## config.mk

```make
export PLATFORM = sky130hd
export DESIGN_NAME = keypad_scanner
export DESIGN_NICKNAME = d
export VERILOG_FILES = /design/src/rtl/keypad_scanner.sv
export SDC_FILE = /design/constraint.sdc
export NUM_CORES = 1
export LEC_CHECK = 0
export ABC_AREA = 1
export BUFFER_PORTS_ARGS = -buffer_cell sky130_fd_sc_hd__buf_2
export CORE_MARGIN = 2
export CORE_UTILIZATION = 32
export CTS_CLUSTER_DIAMETER = 80
export DETAILED_ROUTE_END_ITERATION = 8
export HOLD_SLACK_MARGIN = 0.08
export SLEW_MARGIN = 20
export SYNTH_ARGS = -nofsm -noshare
export SYNTH_HDL_FRONTEND = slang
export SYNTH_SLANG_ARGS = --single-unit
```

## constraint.sdc

```tcl
create_clock -name clk -period 2.2 [get_ports clk]
set_input_delay 0.22 -clock clk [delete_from_list [all_inputs] [get_ports clk]]
set_output_delay 0.22 -clock clk [all_outputs]
set_load 0.01 [all_outputs]
```

## src/rtl/keypad_scanner.sv

```systemverilog
// ============================================================================
//  Module      : keypad_scanner
//  Description : 4x4 matrix keypad scanner with press/release debounce and
//                multi-key rejection; emits a zero-extended 4-bit key code.
//  Revision    : 1.0 - initial release
// ============================================================================
`default_nettype none

module keypad_scanner #(
    parameter int SCAN_DIV     = 1000,
    parameter int DEBOUNCE_CYC = 50000
) (
    input  logic        clk,
    input  logic        rst,
    input  logic [3:0]  row,
    output logic [3:0]  col,
    output logic [31:0] number,
    output logic [1:0]  pressed
);

    localparam int SW = (SCAN_DIV > 1) ? $clog2(SCAN_DIV) : 1;
    localparam int DW = (DEBOUNCE_CYC > 1) ? $clog2(DEBOUNCE_CYC) : 1;

    localparam logic [SW-1:0] SLOT_LAST = SW'(SCAN_DIV - 1);
    localparam logic [DW-1:0] DEB_LAST  = DW'(DEBOUNCE_CYC - 1);

    localparam logic [1:0] ST_SCAN     = 2'd0;
    localparam logic [1:0] ST_DEBOUNCE = 2'd1;
    localparam logic [1:0] ST_HELD     = 2'd2;

    logic [3:0]    row_meta;
    logic [3:0]    rs;
    logic [1:0]    state;
    logic [1:0]    col_idx;
    logic [SW-1:0] slot_cnt;
    logic [DW-1:0] deb_cnt;
    logic [3:0]    cand_row;
    logic [3:0]    cand_code;
    logic [3:0]    key_code;
    logic          held;
    logic          reject;

    logic [2:0]    low_cnt;
    logic [1:0]    row_idx;
    logic          one_low;
    logic [3:0]    scan_code;

    // Column drive follows the registered column index, so reset forces 1110
    // without waiting for a clock edge.
    assign col     = ~(4'b0001 << col_idx);
    assign number  = {28'd0, key_code};
    assign pressed = {reject, held};

    // Count low rows and locate the (last) low row in the synchronized sample.
    always_comb begin
        low_cnt = 3'd0;
        row_idx = 2'd0;
        for (int i = 0; i < 4; i++) begin
            low_cnt = low_cnt + {2'b00, ~rs[i]};
            if (!rs[i]) begin
                row_idx = 2'(i);
            end
        end
        one_low = (low_cnt == 3'd1);
    end

    // Key map: row index selects the keypad row, column index the column.
    always_comb begin
        scan_code = 4'd0;
        case ({row_idx, col_idx})
            4'b00_00: scan_code = 4'd1;
            4'b00_01: scan_code = 4'd2;
            4'b00_10: scan_code = 4'd3;
            4'b00_11: scan_code = 4'd10;
            4'b01_00: scan_code = 4'd4;
            4'b01_01: scan_code = 4'd5;
            4'b01_10: scan_code = 4'd6;
            4'b01_11: scan_code = 4'd11;
            4'b10_00: scan_code = 4'd7;
            4'b10_01: scan_code = 4'd8;
            4'b10_10: scan_code = 4'd9;
            4'b10_11: scan_code = 4'd12;
            4'b11_00: scan_code = 4'd14;
            4'b11_01: scan_code = 4'd0;
            4'b11_10: scan_code = 4'd15;
            default:  scan_code = 4'd13;
        endcase
    end

    // Two-flop synchronizer for the asynchronous row lines.
    always_ff @(posedge clk or posedge rst) begin
        if (rst) begin
            row_meta <= 4'b1111;
            rs       <= 4'b1111;
        end else begin
            row_meta <= row;
            rs       <= row_meta;
        end
    end

    // Scan / debounce / hold sequencer; the reject strobe lasts one clock.
    always_ff @(posedge clk or posedge rst) begin
        if (rst) begin
            state     <= ST_SCAN;
            col_idx   <= 2'd0;
            slot_cnt  <= '0;
            deb_cnt   <= '0;
            cand_row  <= 4'b1111;
            cand_code <= 4'd0;
            key_code  <= 4'd0;
            held      <= 1'b0;
            reject    <= 1'b0;
        end else begin
            reject <= 1'b0;
            case (state)
                ST_SCAN: begin
                    if (slot_cnt == SLOT_LAST) begin
                        slot_cnt <= '0;
                        if (rs == 4'b1111) begin
                            col_idx <= col_idx + 2'd1;
                        end else if (one_low) begin
                            cand_row  <= rs;
                            cand_code <= scan_code;
                            deb_cnt   <= '0;
                            state     <= ST_DEBOUNCE;
                        end else begin
                            reject  <= 1'b1;
                            col_idx <= col_idx + 2'd1;
                        end
                    end else begin
                        slot_cnt <= slot_cnt + 1'b1;
                    end
                end
                ST_DEBOUNCE: begin
                    if (rs == cand_row) begin
                        if (deb_cnt == DEB_LAST) begin
                            key_code <= cand_code;
                            held     <= 1'b1;
                            deb_cnt  <= '0;
                            state    <= ST_HELD;
                        end else begin
                            deb_cnt <= deb_cnt + 1'b1;
                        end
                    end else begin
                        // Bounce: rescan the same column from a fresh slot.
                        slot_cnt <= '0;
                        state    <= ST_SCAN;
                    end
                end
                ST_HELD: begin
                    if (rs == 4'b1111) begin
                        if (deb_cnt == DEB_LAST) begin
                            held     <= 1'b0;
                            deb_cnt  <= '0;
                            slot_cnt <= '0;
                            col_idx  <= col_idx + 2'd1;
                            state    <= ST_SCAN;
                        end else begin
                            deb_cnt <= deb_cnt + 1'b1;
                        end
                    end else begin
                        deb_cnt <= '0;
                    end
                end
                default: begin
                    state <= ST_SCAN;
                end
            endcase
        end
    end

endmodule

`default_nettype wire

```

==> results.py <==
metrics = {
    "placed_design": {
        "finalWeightedCongestion": 0.883,
        "portBuffers": 15,
        "placed_cells": 659,
        "hpwl_um": 5770,
        "place_area_mm2": 0.00385,
    },
    "final_layout": {
        "final_cells": 681,
        "final_net_count": 562,
        "drive_gt1_share_pct": 22.4,
        "n_antenna_cell": 0,
        "area_delta_synth_final_pct": 20.6,
        "final_area_mm2": 0.00436,
    },
    "logic_synthesis": {
        "yosysUniqueCellTypes": 37,
        "synth_area_per_cell_um2": 7.24,
        "synth-seq-cells": 52,
        "seq_area_frac_synth_pct": 36.4,
        "netlist_area_mm2": 0.00361,
        "syn-instance-count": 499,
        "dominantRegCellSynth": "dfrtp_1",
        "yosys_warnings": 0,
        "async_reset_ff_share_pct": 100,
        "synth_edf_count": 0,
    },
    "setup_path": {
        "cp-start-kind": "flip-flop",
        "crit_type": "reg -> reg",
        "reg2regPathDepth": 13,
        "end_kind": "flip-flop",
        "required_ns": 2.43,
        "crit_fanout": 7,
        "cp_data_arrival_time_ns": 2.67,
    },
    "power": {
        "leakage_nw": 2.09,
        "p_total_mw": 1.99,
        "peakVddDrop_mv": 0.298,
        "cellPowerDensity_mw_per_mm2": 457,
    },
    "grt": {
        "use_met2_pct": 24.1,
        "grt_pass1_vias": 2967,
        "grt_pass1_wl_um": 13600,
        "grt_max_degree": 30,
        "grt_overflow": 0,
        "busiest_layer": "met2",
        "antenna_found_initial": 0,
        "grt_use_total_pct": 14.1,
        "grt_use_met3_pct": 2.12,
        "use_met1_pct": 18.6,
    },
    "sta": {
        "rsz0062_at_grt": "yes",
        "max_slew_margin_pct": 65.0,
        "worstMarginPinSlew_ns": 0.524,
        "whs_ns": 0.357,
        "min_period_over_period_pct": 111,
        "finalMaxSlewViolations": 0,
        "post-route-worst-setup-slack_ns": -0.243,
        "hold_viol": 0,
        "layout_min_cycle_time_ns": 2.44,
        "skew_ns": 0.00698,
        "clock.fmax_mhz": 409,
        "finalSetupViolations": 28,
    },
    "cts": {
        "cts.sinks": 52,
        "cts_htree_levels": 2,
        "clockBufferDepth": 2,
        "worstSkewPairLatency_ns": 0.30,
        "cts_buffers": 5,
        "cts_root_buf": "clkbuf_16",
        "cts_tree": "built",
        "clkTransAtPathRegs_ns": 0.07,
    },
    "routing": {
        "wirelength_um": 8390,
        "wire_per_inst_um": 12.3,
        "vias": 3299,
        "route.detailed.drc": 0,
        "antenna_left": 0,
        "dr.pass1.iters": 5,
        "drtIter0Drc": 178,
        "via_per_inst": 4.84,
    },
    "floorplan": {
        "start_util_pct": 33.0,
        "num_rows": 38,
        "die_height_um": 110,
        "chipWidth_um": 110,
        "die_area_mm2": 0.0122,
        "core_mm2": 0.0109,
        "ioPinCount": 44,
    },
    "worst_hold_path": {
        "holdPathStages": 0,
        "holdCritPathClass": "reg -> reg",
    },
    "outcome": {
        "status": "finished, violations left",
        "failed_checks": "negative setup slack",
    },
    "run": {
        "cap_violations": 0,
    },
}
## layer usage
layer	routed length (µm)	vias to the layer above
li1	-	1641
met2	4060	80
met3	371	10
met4	110	0
met5	0	-
met1	3850	1568
## path summary, 6_finish.rpt
check / startpoint / to / slack, ns
hold / removal: row_meta[0]$_DFF_PP1_ / rs[0]$_DFF_PP1_ / 0.36
max in group asynchronous: rst / deb_cnt[4]$_DFFE_PP0P_ / 1.15
setup reg to reg: rs[3]$_DFF_PP1_ / deb_cnt[0]$_DFFE_PP0P_ / -0.24
min in group asynchronous: rst / col_idx[0]$_DFFE_PP0P_ / 0.51
hold reg to reg: row_meta[0]$_DFF_PP1_ / rs[0]$_DFF_PP1_ / 0.36
setup / recovery: rs[3]$_DFF_PP1_ / deb_cnt[0]$_DFFE_PP0P_ / -0.24
## layout make-up
type / instances / area [µm²]
Clock buffer: 6 / 150
Timing Repair Buffer: 44 / 380
Sequential cell: 52 / 1320
Inverter: 68 / 260
Clock inverter: 2 / 15.0
Multi-Input combinational cell: 369 / 2060
Fill cell: 1103 / 6580
Tap cell: 140 / 175
## report_power, final
group / total, mW / internal (mW) / switching (mW)
registers: 0.974 / 0.969 / 0.00440
logic: 0.146 / 0.0534 / 0.0930
clock network: 0.871 / 0.497 / 0.374
## per-stage QoR
stage / setup WS [ns] / utilization, % / setup TNS (ns)
after floorplan: -0.0452 / - / -0.0851
after global placement: -0.139 / 35.2 / -1.80
after detailed placement: -0.203 / 35.2 / -2.87
after CTS: -0.186 / 38.5 / -3.08
after global routing: -0.348 / 39.9 / -8.01
final: -0.243 / 39.9 / -4.81
## kinds of logic after synthesis
family / Yosys count / synth area share [%]
buffers and inverters: 106 / 14.5
DFF: 52 / 36.4
AOI/OAI and AO/OA: 48 / 8.03
adders and majority gates: 16 / 5.75
other: 1 / 0.104
xor gates and xnor gates: 2 / 0.485
and+or+nand+nor: 274 / 34.7
## layout by cell type (no fill, tap or decap), types with 4 or more instances in the layout
cell / count
nand2_4: 4
dlygate4sd3_1: 5
inv_2: 6
clkbuf_16: 6
ha_1: 13
o21ai_2: 11
o21ai_1: 8
o21ai_0: 16
buf_6: 6
conb_1: 28
buf_4: 13
nand3_2: 11
nand2_1: 123
a21oi_1: 5
buf_2: 15
nor2_1: 40
nand3_1: 45
nand3b_1: 4
nor3_1: 6
nand4_1: 19
inv_1: 59
dfstp_2: 12
dfrtp_1: 40
nand2_2: 9
## cell usage after synthesis (all sizes together), types with 2 or more instances
cell type  count  area (µm²)
nand2        136         526
nor2          45         184
buf           36         263
clkinv         2        7.51
nand4         19         119
nor3          10        61.3
clkbuf         2        7.51
ha            15         188
dfstp         12         315
or2            2        12.5
nand3b         4        30.0
dfrtp         40        1000
nand3         58         320
o211ai         2        15.0
a21oi          7        35.0
inv           66         248
o21ai         37         226
## state kept, by name (all words and copies together) (netlist names)
register and cells:
cand_row 4, row_meta 4, slot_cnt 10, key_code 4, cand_code 4, held 1
rs 4, state 2, reject 1, col_idx 2, deb_cnt 16
## what timing repair did
| item | in CTS | in global routing |
|---|---|---|
| gates resized for setup | 33 | 34 |
| setup endpoints to repair | 28 | 37 |
| hold endpoints to repair | 15 | 0 |
| hold buffers | 5 | 0 |
| setup buffers | 5 | 6 |
| gates cloned | 1 | 1 |
| pin swaps | 5 | 19 |
## worst max-delay path, stage by stage, from the launching register on
cell and delay, ns:
dfstp_2 0.54, fa_1 0.42, inv_2 0.08, ha_4 0.14, ha_4 0.19, nand3b_1 0.20
nand2_2 0.12, nand2_4 0.07, nor2_4 0.16, buf_12 0.14, buf_8 0.11, buf_6 0.09
nand2_1 0.04, o21ai_1 0.06
(Power assumes the default switching activity.)
